<file path="config.mk">
export PLATFORM = sky130hd
export DESIGN_NAME = tt_um_jk2102_ppt
export DESIGN_NICKNAME = d
export VERILOG_FILES = /design/src/rtl/jk2102_pkg.sv /design/src/rtl/jk2102_if.sv /design/src/rtl/jk2102_i2c_slave.sv /design/src/rtl/tt_um_jk2102_ppt.sv
export SDC_FILE = /design/constraint.sdc
export NUM_CORES = 1
export LEC_CHECK = 0
export ABC_AREA = 1
export BUFFER_PORTS_ARGS = -buffer_cell sky130_fd_sc_hd__buf_2
export CAP_MARGIN = 20
export CORE_MARGIN = 2
export CORE_UTILIZATION = 30
export CTS_CLUSTER_DIAMETER = 150
export DETAILED_ROUTE_END_ITERATION = 10
export GPL_ROUTABILITY_DRIVEN = 0
export HOLD_SLACK_MARGIN = 0.05
export PLACE_DENSITY = 0.48
export REMOVE_ABC_BUFFERS = 1
export SYNTH_ARGS = -nofsm -noshare
export SYNTH_HDL_FRONTEND = slang
export SYNTH_SLANG_ARGS = --single-unit
</file>
<file path="constraint.sdc">
create_clock -name clk -period 9.83 [get_ports clk]
set_input_delay 1.966 -clock clk [delete_from_list [all_inputs] [get_ports clk]]
set_output_delay 1.966 -clock clk [all_outputs]
set_load 0.02 [all_outputs]
</file>
<file path="src/rtl/jk2102_pkg.sv">
// Shared constants, register map and I2C FSM state type for the jk2102 pulse-train tile.
package jk2102_pkg;

  localparam logic [6:0] I2C_ADDR = 7'h5A;
  localparam int unsigned CNT_W = 16;
  localparam logic [CNT_W-1:0] CNT_ONE = 1;

  localparam logic [7:0] REG_PERIOD_H = 8'h00;
  localparam logic [7:0] REG_PERIOD_L = 8'h01;
  localparam logic [7:0] REG_WIDTH_H  = 8'h02;
  localparam logic [7:0] REG_WIDTH_L  = 8'h03;
  localparam logic [7:0] REG_COUNT_H  = 8'h04;
  localparam logic [7:0] REG_COUNT_L  = 8'h05;
  localparam logic [7:0] REG_RUN      = 8'h07;
  localparam logic [7:0] REG_CDONE_H  = 8'h08;
  localparam logic [7:0] REG_CDONE_L  = 8'h09;
  localparam logic [7:0] REG_DONE     = 8'h0A;

  typedef enum logic [3:0] {
    StIdle,
    StAddr,
    StAddrAck,
    StPtr,
    StPtrAck,
    StWdata,
    StWdataAck,
    StRdata,
    StRdataAck
  } i2c_state_e;

endpackage

</file>
<file path="src/rtl/jk2102_if.sv">
// I2C pin bundle: resolved SCL/SDA levels plus the slave's open-drain pull request.
interface jk2102_if;
  logic scl;
  logic sda;
  logic sda_pull;

  modport master (output scl, output sda, input sda_pull);
  modport slave  (input scl, input sda, output sda_pull);
endinterface

</file>
<file path="src/rtl/jk2102_i2c_slave.sv">
// I2C slave: pin synchronizers, START/STOP detection, byte FSM and open-drain SDA drive.
module jk2102_i2c_slave
  import jk2102_pkg::*;
(
  input  logic       clk,
  input  logic       rst_n,
  input  logic       ena,
  jk2102_if.slave    bus,
  output logic       wr_en,
  output logic [7:0] wr_addr,
  output logic [7:0] wr_data,
  output logic [7:0] rd_addr,
  input  logic [7:0] rd_data
);

  logic [1:0] scl_sync_q, sda_sync_q;
  logic       scl_prev_q, sda_prev_q;
  logic       scl, sda, scl_rise, scl_fall, start_det, stop_det;
  logic [7:0] byte_in;

  i2c_state_e state_q, state_d;
  logic [2:0] bit_cnt_q, bit_cnt_d;
  logic [7:0] shift_q, shift_d, tx_q, tx_d, ptr_q, ptr_d, data_q, data_d;
  logic       rw_q, rw_d, sda_pull_q, sda_pull_d;

  always_ff @(posedge clk or negedge rst_n) begin
    if (!rst_n) begin
      scl_sync_q <= '0;
      sda_sync_q <= '0;
      scl_prev_q <= 1'b0;
      sda_prev_q <= 1'b0;
      state_q    <= StIdle;
      bit_cnt_q  <= '0;
      shift_q    <= '0;
      tx_q       <= '0;
      ptr_q      <= '0;
      data_q     <= '0;
      rw_q       <= 1'b0;
      sda_pull_q <= 1'b0;
    end else begin
      scl_sync_q <= {scl_sync_q[0], bus.scl};
      sda_sync_q <= {sda_sync_q[0], bus.sda};
      scl_prev_q <= scl_sync_q[1];
      sda_prev_q <= sda_sync_q[1];
      state_q    <= state_d;
      bit_cnt_q  <= bit_cnt_d;
      shift_q    <= shift_d;
      tx_q       <= tx_d;
      ptr_q      <= ptr_d;
      data_q     <= data_d;
      rw_q       <= rw_d;
      sda_pull_q <= sda_pull_d;
    end
  end

  assign scl       = scl_sync_q[1];
  assign sda       = sda_sync_q[1];
  assign scl_rise  = scl & ~scl_prev_q;
  assign scl_fall  = ~scl & scl_prev_q;
  assign start_det = scl & scl_prev_q & sda_prev_q & ~sda;
  assign stop_det  = scl & scl_prev_q & ~sda_prev_q & sda;
  assign byte_in   = {shift_q[6:0], sda};

  always_comb begin
    state_d    = state_q;
    bit_cnt_d  = bit_cnt_q;
    shift_d    = shift_q;
    tx_d       = tx_q;
    ptr_d      = ptr_q;
    data_d     = data_q;
    rw_d       = rw_q;
    sda_pull_d = sda_pull_q;
    wr_en      = 1'b0;
    if (!ena) begin
      state_d    = StIdle;
      sda_pull_d = 1'b0;
    end else if (start_det) begin
      state_d    = StAddr;
      bit_cnt_d  = '0;
      sda_pull_d = 1'b0;
    end else if (stop_det) begin
      state_d    = StIdle;
      sda_pull_d = 1'b0;
    end else if (scl_rise) begin
      unique case (state_q)
        StAddr: begin
          shift_d   = byte_in;
          bit_cnt_d = bit_cnt_q + 3'd1;
          if (bit_cnt_q == 3'd7) begin
            rw_d    = byte_in[0];
            state_d = (byte_in[7:1] == I2C_ADDR) ? StAddrAck : StIdle;
          end
        end
        StAddrAck: begin
          bit_cnt_d = '0;
          if (rw_q) begin
            state_d = StRdata;
            tx_d    = rd_data;
          end else begin
            state_d = StPtr;
          end
        end
        StPtr: begin
          shift_d   = byte_in;
          bit_cnt_d = bit_cnt_q + 3'd1;
          if (bit_cnt_q == 3'd7) begin
            ptr_d   = byte_in;
            state_d = StPtrAck;
          end
        end
        StPtrAck: begin
          bit_cnt_d = '0;
          state_d   = StWdata;
        end
        StWdata: begin
          shift_d   = byte_in;
          bit_cnt_d = bit_cnt_q + 3'd1;
          if (bit_cnt_q == 3'd7) begin
            data_d  = byte_in;
            state_d = StWdataAck;
          end
        end
        StWdataAck: begin
          wr_en     = 1'b1;
          ptr_d     = ptr_q + 8'd1;
          bit_cnt_d = '0;
          state_d   = StWdata;
        end
        StRdata: begin
          tx_d      = {tx_q[6:0], 1'b0};
          bit_cnt_d = bit_cnt_q + 3'd1;
          if (bit_cnt_q == 3'd7) begin
            ptr_d   = ptr_q + 8'd1;
            state_d = StRdataAck;
          end
        end
        StRdataAck: begin
          bit_cnt_d = '0;
          if (!sda) begin
            state_d = StRdata;
            tx_d    = rd_data;
          end else begin
            state_d = StIdle;
          end
        end
        default: ;
      endcase
    end else if (scl_fall) begin
      // SDA only moves while SCL is low, so all drive changes happen on the falling edge.
      case (state_q)
        StAddrAck, StPtrAck, StWdataAck: sda_pull_d = 1'b1;
        StRdata:                         sda_pull_d = ~tx_q[7];
        default:                         sda_pull_d = 1'b0;
      endcase
    end
  end

  assign wr_addr      = ptr_q;
  assign wr_data      = data_q;
  assign rd_addr      = ptr_q;
  assign bus.sda_pull = sda_pull_q & ena;

endmodule

</file>
<file path="src/rtl/tt_um_jk2102_ppt.sv">
// Programmable pulse-train tile: I2C register file plus pulse engine driving uo_out.
// Define JK2102_STATUS_OUT_EN to expose COUNT_DONE[4:0] on uo_out[7:3].
module tt_um_jk2102_ppt
  import jk2102_pkg::*;
(
  input  logic [7:0] ui_in,
  output logic [7:0] uo_out,
  input  logic [7:0] uio_in,
  output logic [7:0] uio_out,
  output logic [7:0] uio_oe,
  input  logic       ena,
  input  logic       clk,
  input  logic       rst_n
);

  logic             wr_en, run_wr;
  logic [7:0]       wr_addr, wr_data, rd_addr, rd_data;
  logic [CNT_W-1:0] period_q, period_d, width_q, width_d, count_q, count_d;
  logic [CNT_W-1:0] ph_q, ph_d, cdone_q, cdone_d;
  logic             run_q, run_d, done_q, done_d, pulse_q, pulse_d, running_q, running_d;
  logic [4:0]       status;
  logic             unused_ok;

  jk2102_if i2c_bus ();
  assign i2c_bus.scl = uio_in[0];
  assign i2c_bus.sda = uio_in[1];

  jk2102_i2c_slave u_i2c (
    .clk     (clk),
    .rst_n   (rst_n),
    .ena     (ena),
    .bus     (i2c_bus),
    .wr_en   (wr_en),
    .wr_addr (wr_addr),
    .wr_data (wr_data),
    .rd_addr (rd_addr),
    .rd_data (rd_data)
  );

  always_ff @(posedge clk or negedge rst_n) begin
    if (!rst_n) begin
      period_q  <= '0;
      width_q   <= '0;
      count_q   <= '0;
      run_q     <= 1'b0;
      ph_q      <= '0;
      cdone_q   <= '0;
      done_q    <= 1'b0;
      pulse_q   <= 1'b0;
      running_q <= 1'b0;
    end else begin
      period_q  <= period_d;
      width_q   <= width_d;
      count_q   <= count_d;
      run_q     <= run_d;
      ph_q      <= ph_d;
      cdone_q   <= cdone_d;
      done_q    <= done_d;
      pulse_q   <= pulse_d;
      running_q <= running_d;
    end
  end

  always_comb begin
    period_d  = period_q;
    width_d   = width_q;
    count_d   = count_q;
    run_d     = run_q;
    run_wr    = 1'b0;
    ph_d      = ph_q;
    cdone_d   = cdone_q;
    done_d    = done_q;
    pulse_d   = pulse_q;
    running_d = running_q;
    if (ena) begin
      if (wr_en) begin
        case (wr_addr)
          REG_PERIOD_H: period_d[15:8] = wr_data;
          REG_PERIOD_L: period_d[7:0]  = wr_data;
          REG_WIDTH_H:  width_d[15:8]  = wr_data;
          REG_WIDTH_L:  width_d[7:0]   = wr_data;
          REG_COUNT_H:  count_d[15:8]  = wr_data;
          REG_COUNT_L:  count_d[7:0]   = wr_data;
          REG_RUN: begin
            run_d  = wr_data[0];
            run_wr = 1'b1;
          end
          default: ;
        endcase
      end
      // A RUN write restarts the train and wins over a coincident period wrap.
      if (run_wr) begin
        ph_d    = '0;
        cdone_d = '0;
        done_d  = 1'b0;
      end else if (run_q && period_q == '0) begin
        done_d = 1'b0;
      end else if (run_q && !done_q) begin
        // >= also catches a phase stranded above a freshly shortened period.
        if (ph_q >= period_q - CNT_ONE) begin
          ph_d    = '0;
          cdone_d = cdone_q + CNT_ONE;
          if (count_d != '0 && cdone_d == count_d) done_d = 1'b1;
        end else begin
          ph_d = ph_q + CNT_ONE;
        end
      end
      running_d = run_d && (period_d != '0) && !done_d;
      pulse_d   = running_d && (ph_d < width_d);
    end
  end

  always_comb begin
    rd_data = '0;
    case (rd_addr)
      REG_PERIOD_H: rd_data = period_q[15:8];
      REG_PERIOD_L: rd_data = period_q[7:0];
      REG_WIDTH_H:  rd_data = width_q[15:8];
      REG_WIDTH_L:  rd_data = width_q[7:0];
      REG_COUNT_H:  rd_data = count_q[15:8];
      REG_COUNT_L:  rd_data = count_q[7:0];
      REG_RUN:      rd_data = {7'b0, run_q};
      REG_CDONE_H:  rd_data = cdone_q[15:8];
      REG_CDONE_L:  rd_data = cdone_q[7:0];
      REG_DONE:     rd_data = {7'b0, done_q};
      default:      rd_data = '0;
    endcase
  end

`ifdef JK2102_STATUS_OUT_EN
  assign status = cdone_q[4:0];
`else
  assign status = '0;
`endif

  assign uo_out    = {status, running_q, done_q, pulse_q};
  assign uio_out   = '0;
  assign uio_oe    = {6'b0, i2c_bus.sda_pull, 1'b0};
  assign unused_ok = ^{ui_in, uio_in[7:2]};

endmodule

</file>
## After elaboration in Yosys (flattened, before gate mapping)

Cells that the tools add are included.
W data, S select, Z words.

- Memories kept: 0
- Bits in read-only memories: 0
- Latch bits: 0
- RAM bits: 0
- Logic and storage cells: 176
- Register bits after elaboration: 130
- Input port bits: 19

- Equal/unequal tests: 34
- Multipliers: 0
- Order comparisons: 2
- Shifts and indexed selects: 0
- Bitwise logic cells: 15
- Divide/modulo/power cells: 0
- $add $sub $neg: 5
- Reduce and logical (&&, ||, !) cells: 32
- Multiplexer cells: 67

Operator list:

| kind | count |
|---|---|
| $mux W16 | 15 |
| $mux W8 | 10 |
| $pmux W8 S10 | 1 |
| $pmux W8 S3 | 2 |
| $add A16 B1 Y16 const B | 2 |
| $mux W4 | 8 |
| $reduce_bool A16 Y1 | 2 |
| $pmux W4 S7 | 1 |
| $eq A8 B3 Y1 const B | 3 |
| $eq A8 B4 Y1 const B | 3 |
| $mux W1 | 22 |
| $ne A5 B2 Y1 const B | 4 |
| $reduce_and A6 Y1 | 3 |
| $eq A16 B16 Y1 | 1 |
| $eq A4 B3 Y1 const B | 4 |
| $eq A8 B2 Y1 const B | 2 |
| $ge A16 B16 Y1 | 1 |
| $logic_not A16 Y1 | 1 |
| $lt A16 B16 Y1 | 1 |
| $sub A16 B1 Y16 const B | 1 |
| $mux W3 | 5 |
| $reduce_and A7 Y1 | 2 |
| $ne A10 B2 Y1 const B | 1 |
| $ne A2 B1 Y1 const B | 5 |
| 27 further kinds | 55 |

## Logic depth before layout (Yosys ltp)

- Depth in word-level cells: 19
- Gate-level depth with buffers: 30

## Modules after synthesis

From an unflattened synthesis, not the netlist that was laid out.

- Cell total of the unflattened synthesis: 1290
- Area, all modules: 9186.3 sq um

Modules (own cells, without submodules):

| module | area each (sq um) | cells each | times used |
|---|---|---|---|
| tt_um_jk2102_ppt | 6606.3 | 970 | 1 |
| jk2102_i2c_slave | 2580.0 | 320 | 1 |

## Worst setup path after synthesis

No wires, ideal clock.

- Kind: in2out
- Start: in ena
- End: out uio_oe[1]
- Required time: 7864 ps
- Arrival time: 2418 ps
- Setup slack: 5446 ps
- Stages: 4
- Cell sequence: clkbuf_1 > nand2_1 > inv_1 > buf_4

- Cells in the longest elaborated chain, start to end: 1

Ends and longest elaborated chain:

| element | RTL line | source |
|---|---|---|
| start: declaration | tt_um_jk2102_ppt.sv:11 | `input logic ena,` |
| $and A1 B1 Y1 | jk2102_i2c_slave.sv:161 | `assign bus.sda_pull = sda_pull_q & ena;` |
| end: declaration | tt_um_jk2102_ppt.sv:10 | `output logic [7:0] uio_oe,` |

No other way between the ends.

## Final worst setup path

- Start: in ena
- End: reg pulse_q

- Cells in the longest elaborated chain, start to end: 14

Ends and longest elaborated chain:

| element | RTL line | source |
|---|---|---|
| $mux W1 | jk2102_i2c_slave.sv:74 | `if (!ena) begin` |
| $mux W16 | tt_um_jk2102_ppt.sv:76 | `if (wr_en) begin` |
| $mux W16 | tt_um_jk2102_ppt.sv:75 | `if (ena) begin` |
| $eq A16 B16 Y1 / $reduce_bool A16 Y1 (equally long branches) | tt_um_jk2102_ppt.sv:103 | `if (count_d != '0 && cdone_d == count_d) done_d = 1'b1;` |
| $logic_and A1 B1 Y1 | tt_um_jk2102_ppt.sv:103 |  |
| $mux W1 | tt_um_jk2102_ppt.sv:103 |  |
| $mux W1 | tt_um_jk2102_ppt.sv:100 | `if (ph_q >= period_q - CNT_ONE) begin` |
| $mux W1 | tt_um_jk2102_ppt.sv:98 | `end else if (run_q && !done_q) begin` |
| $mux W1 | tt_um_jk2102_ppt.sv:96 | `end else if (run_q && period_q == '0) begin` |
| $mux W1 | tt_um_jk2102_ppt.sv:92 | `if (run_wr) begin` |
| $mux W1 | tt_um_jk2102_ppt.sv:75 |  |
| $logic_not A1 Y1 | tt_um_jk2102_ppt.sv:108 | `running_d = run_d && (period_d != '0) && !done_d;` |
| $logic_and A1 B1 Y1 | tt_um_jk2102_ppt.sv:108 |  |
| $logic_and A1 B1 Y1 | tt_um_jk2102_ppt.sv:109 | `pulse_d = running_d && (ph_d < width_d);` |
| end signal: assignment | tt_um_jk2102_ppt.sv:59 | `pulse_q <= pulse_d;` |
| end: declaration | tt_um_jk2102_ppt.sv:20 | `logic run_q, run_d, done_q, done_d, pulse_q, pulse_d, running_q, running_d;` |

Parallel ways exist; a longest one is shown, timed or not. The select of a mux whose other input is x is not followed.
A chain may end at the register's enable or synchronous reset.

==> results.md <==
- Status: completed
- CP Class: in -> reg
- Most Crowded Layer GR: met2
- CTS clk-pin slew, worst paths: about 0.06 ns
- Leakage: about 4.8 nW
- Post-CTS Resized: 0
- Worst-Skew Late Latency: around 0.44 ns
- Hold-fix buffer count after cts: 0
- CP startpoint kind: primary input
- Via count: between 7k and 8k
- CP required: between 10 and 15 ns
- Antenna violations before repair: 0
- Syn Area/Cell: ~7.3 sq um
- Footprint of the multi-input gates: 4440 sq um
- Max rail drop VDD: 0.110 mV
- Final #Nets: ~1.2k
- H-tree lvl count: 4
- Num rows: 61
- CTS tree: done
- Placed inst area: 8930 sq um
- Fin. Hold Viols: 0
- Yosys reg bits: 130
- Iter 0 DRT Violations: between 500 and 600
- CTS sink cnt: 130
- Top cell type's share of synthesized area: 0.378
- Fillers: 3058
- Post-Layout Cell Count: approximately 1.6k
- DP HPWL: 19200 microns
- Mapped Cells: 1180
- Area growth syn-to-layout: 11.1%
- Die area: between 30000 and 40000 sq um
- Vias in the first global route: approximately 7.3k
- Hold path depth: 0
- Worst-path fanout max: 23
- Most common cell in the netlist: nand2_1
- Aggregate global-route resource usage: 0.175
- Antenna-violating nets left: 0
- Die Wd: approximately 170 microns
- # Post-CTS Setup Buffers: 0
- Peak Freq: 0.200 GHz
- Global routing usage on met3: 0.0373
- Largest net degree at the start of global routing: 77
- Wirelength per Cell: around 16 microns
- Setup TNS: 0 ns
- I/O Buffers: 8
- Power, Total: between 1 and 1.5 mW
- Via density: 4.85
- Critical Path End Type: flop
- Clk_skew: between 0.01 and 0.015 ns
- Synth unique cells: 50
- Global-route wire length before repair: between 40000 and 50000 microns
- Max-slew headroom: 0.413
- Grt met2 use: 0.271
- Dominant cells by area after synthesis: dfrtp_1 38%, nand2_1 13%, inv_1 7.6%
- Design area: about 9600 sq um
- Final period util: 0.509
- FF+latch area: roughly 3300 sq um
- Share of layout cells above drive strength 1: 0.0758
- GR Layer Usage met1: 0.245
- Clock buffer count from CTS: 17
- Yosys top cell by area: dfrtp_1
- Root buf cell: clkbuf_16
- Synth Warn #: 0
- Inserted Diodes: 0
- I/O pins: 43
- Die Y: ~170 microns
- DRT Pass-1 Iters: 5
- Async SR Flop Fraction: 1.00
- Post-synth EDFFs: 0
- Most frequent cells after synthesis: 295 x nand2_1, 173 x inv_1, 130 x dfrtp_1
- Top_reg_cell synth: dfrtp_1
- Synthesized area: approximately 8600 sq um
- Max_cap viols: 0
- Total Wirelength: approximately 26000 microns
- GRT overflow: 0
- Minimum clock period: between 4 and 5 ns
- Slew Limit Fails: 0
- Worst slew pin tran: 0.880 ns
- CTS Buffer Depth: 2
- Worst reg2reg path depth: 25
- Core Area: between 20000 and 30000 sq um
- Final setup fails: 0
- Reg2reg setup slack: approximately 5.5 ns
- RSZ-0062 raised after global routing: no
- Arrival time at the worst endpoint: around 5.4 ns
- Register area share after synthesis: 0.378
- Tightest Hold Check Type: reg -> reg
- DP Cell Count: between 1.5k and 2k
- Worst hold margin: 0.348 ns
- Initial Util: 0.307
- DRC: 0
- Pwr Density: about 140 nW/um^2
## stage by stage
step           setup WS (ns)   util
2_1_floorplan           5.73      -
3_3_place_gp            4.56  0.319
3_5_place_dp            4.54  0.319
4_1_cts                 4.95  0.340
5_1_grt                 4.65  0.341
6_report                4.83  0.341
## layer usage
metal / up-vias / part of all wire / wire length (microns)
li1: 3848 / - / -
met1: 3603 / 0.49 / 12500
met2: 168 / 0.45 / 11600
met3: 33 / 0.044 / 1130
met4: 0 / 0.021 / 554
met5: - / 0 / 0
## sequential cells by signal (all words and copies together), names as in the netlist, 2 cells and up
name,count
u_i2c.bit_cnt_q,3
width_q,16
u_i2c.scl_sync_q,2
u_i2c.sda_sync_q,2
cdone_q,16
u_i2c.rd_addr,8
u_i2c.shift_q,7
ph_q,16
u_i2c.tx_q,8
u_i2c.wr_data,8
period_q,16
count_q,16
u_i2c.state_q,4
## power by group
part / leakage [nW] / internal [mW] / switching, mW / total [mW]
Clock: 0.291 / 0.393 / 0.274 / 0.667
Combinational: 2.93 / 0.0433 / 0.0953 / 0.139
Sequential: 1.59 / 0.554 / 0.0228 / 0.577
## path summary, 6_finish.rpt
check,startpoint,to
max,ena,pulse_q
min,u_i2c.scl_sync_q[0],u_i2c.scl_sync_q[1]
max reg2reg,period_q[2],pulse_q
min reg2reg,u_i2c.scl_sync_q[0],u_i2c.scl_sync_q[1]
max in group asynchronous,rst_n,cdone_q[4]
min in group asynchronous,rst_n,ph_q[13]
## kinds of logic after synthesis
group	count (synthesis)	synth area share
other cells	1	0.000436
compound gates	212	0.143
simple gates	550	0.284
buf+inv	225	0.114
flops	130	0.378
xor+xnor	22	0.0224
fa+ha+maj	40	0.0582
## cell type report
cell class,count,share of cell area
clock buffer,20,0.0478
timing repair buffer,12,0.0101
multi-input combinational,844,0.464
sequential,130,0.340
tap,378,0.0495
inverter,183,0.0725
clock inverter,12,0.0153
## cells in the final DEF, fill, tap and decap left out, types with 5 or more instances in the layout
| master | count |
|---|---|
| inv_1 | 173 |
| nand2_1 | 295 |
| nand3_1 | 70 |
| nor4_1 | 8 |
| o41ai_1 | 7 |
| nand4_1 | 14 |
| inv_2 | 8 |
| conb_1 | 20 |
| xor2_1 | 20 |
| nor3_1 | 21 |
| clkbuf_16 | 17 |
| dfrtp_1 | 130 |
| ha_1 | 40 |
| nor2_2 | 5 |
| o22ai_1 | 32 |
| nor2_4 | 6 |
| buf_2 | 7 |
| o21ai_0 | 98 |
| nand2_2 | 10 |
| a21oi_1 | 40 |
| a211oi_1 | 7 |
| nor2_1 | 105 |
## worst max-delay path: stages
cell and delay (ns):
buf_2 0.41, nand3_1 0.37, nor2_8 0.49, nand2_1 0.42, o21ai_0 0.57, ha_1 0.34, a21oi_1 0.14, nor2_1 0.05
a211oi_1 0.18, o221ai_1 0.15, nor2_1 0.12, nand2_1 0.05, nand2_1 0.05
Note: power is estimated with default switching activity, not from simulation.
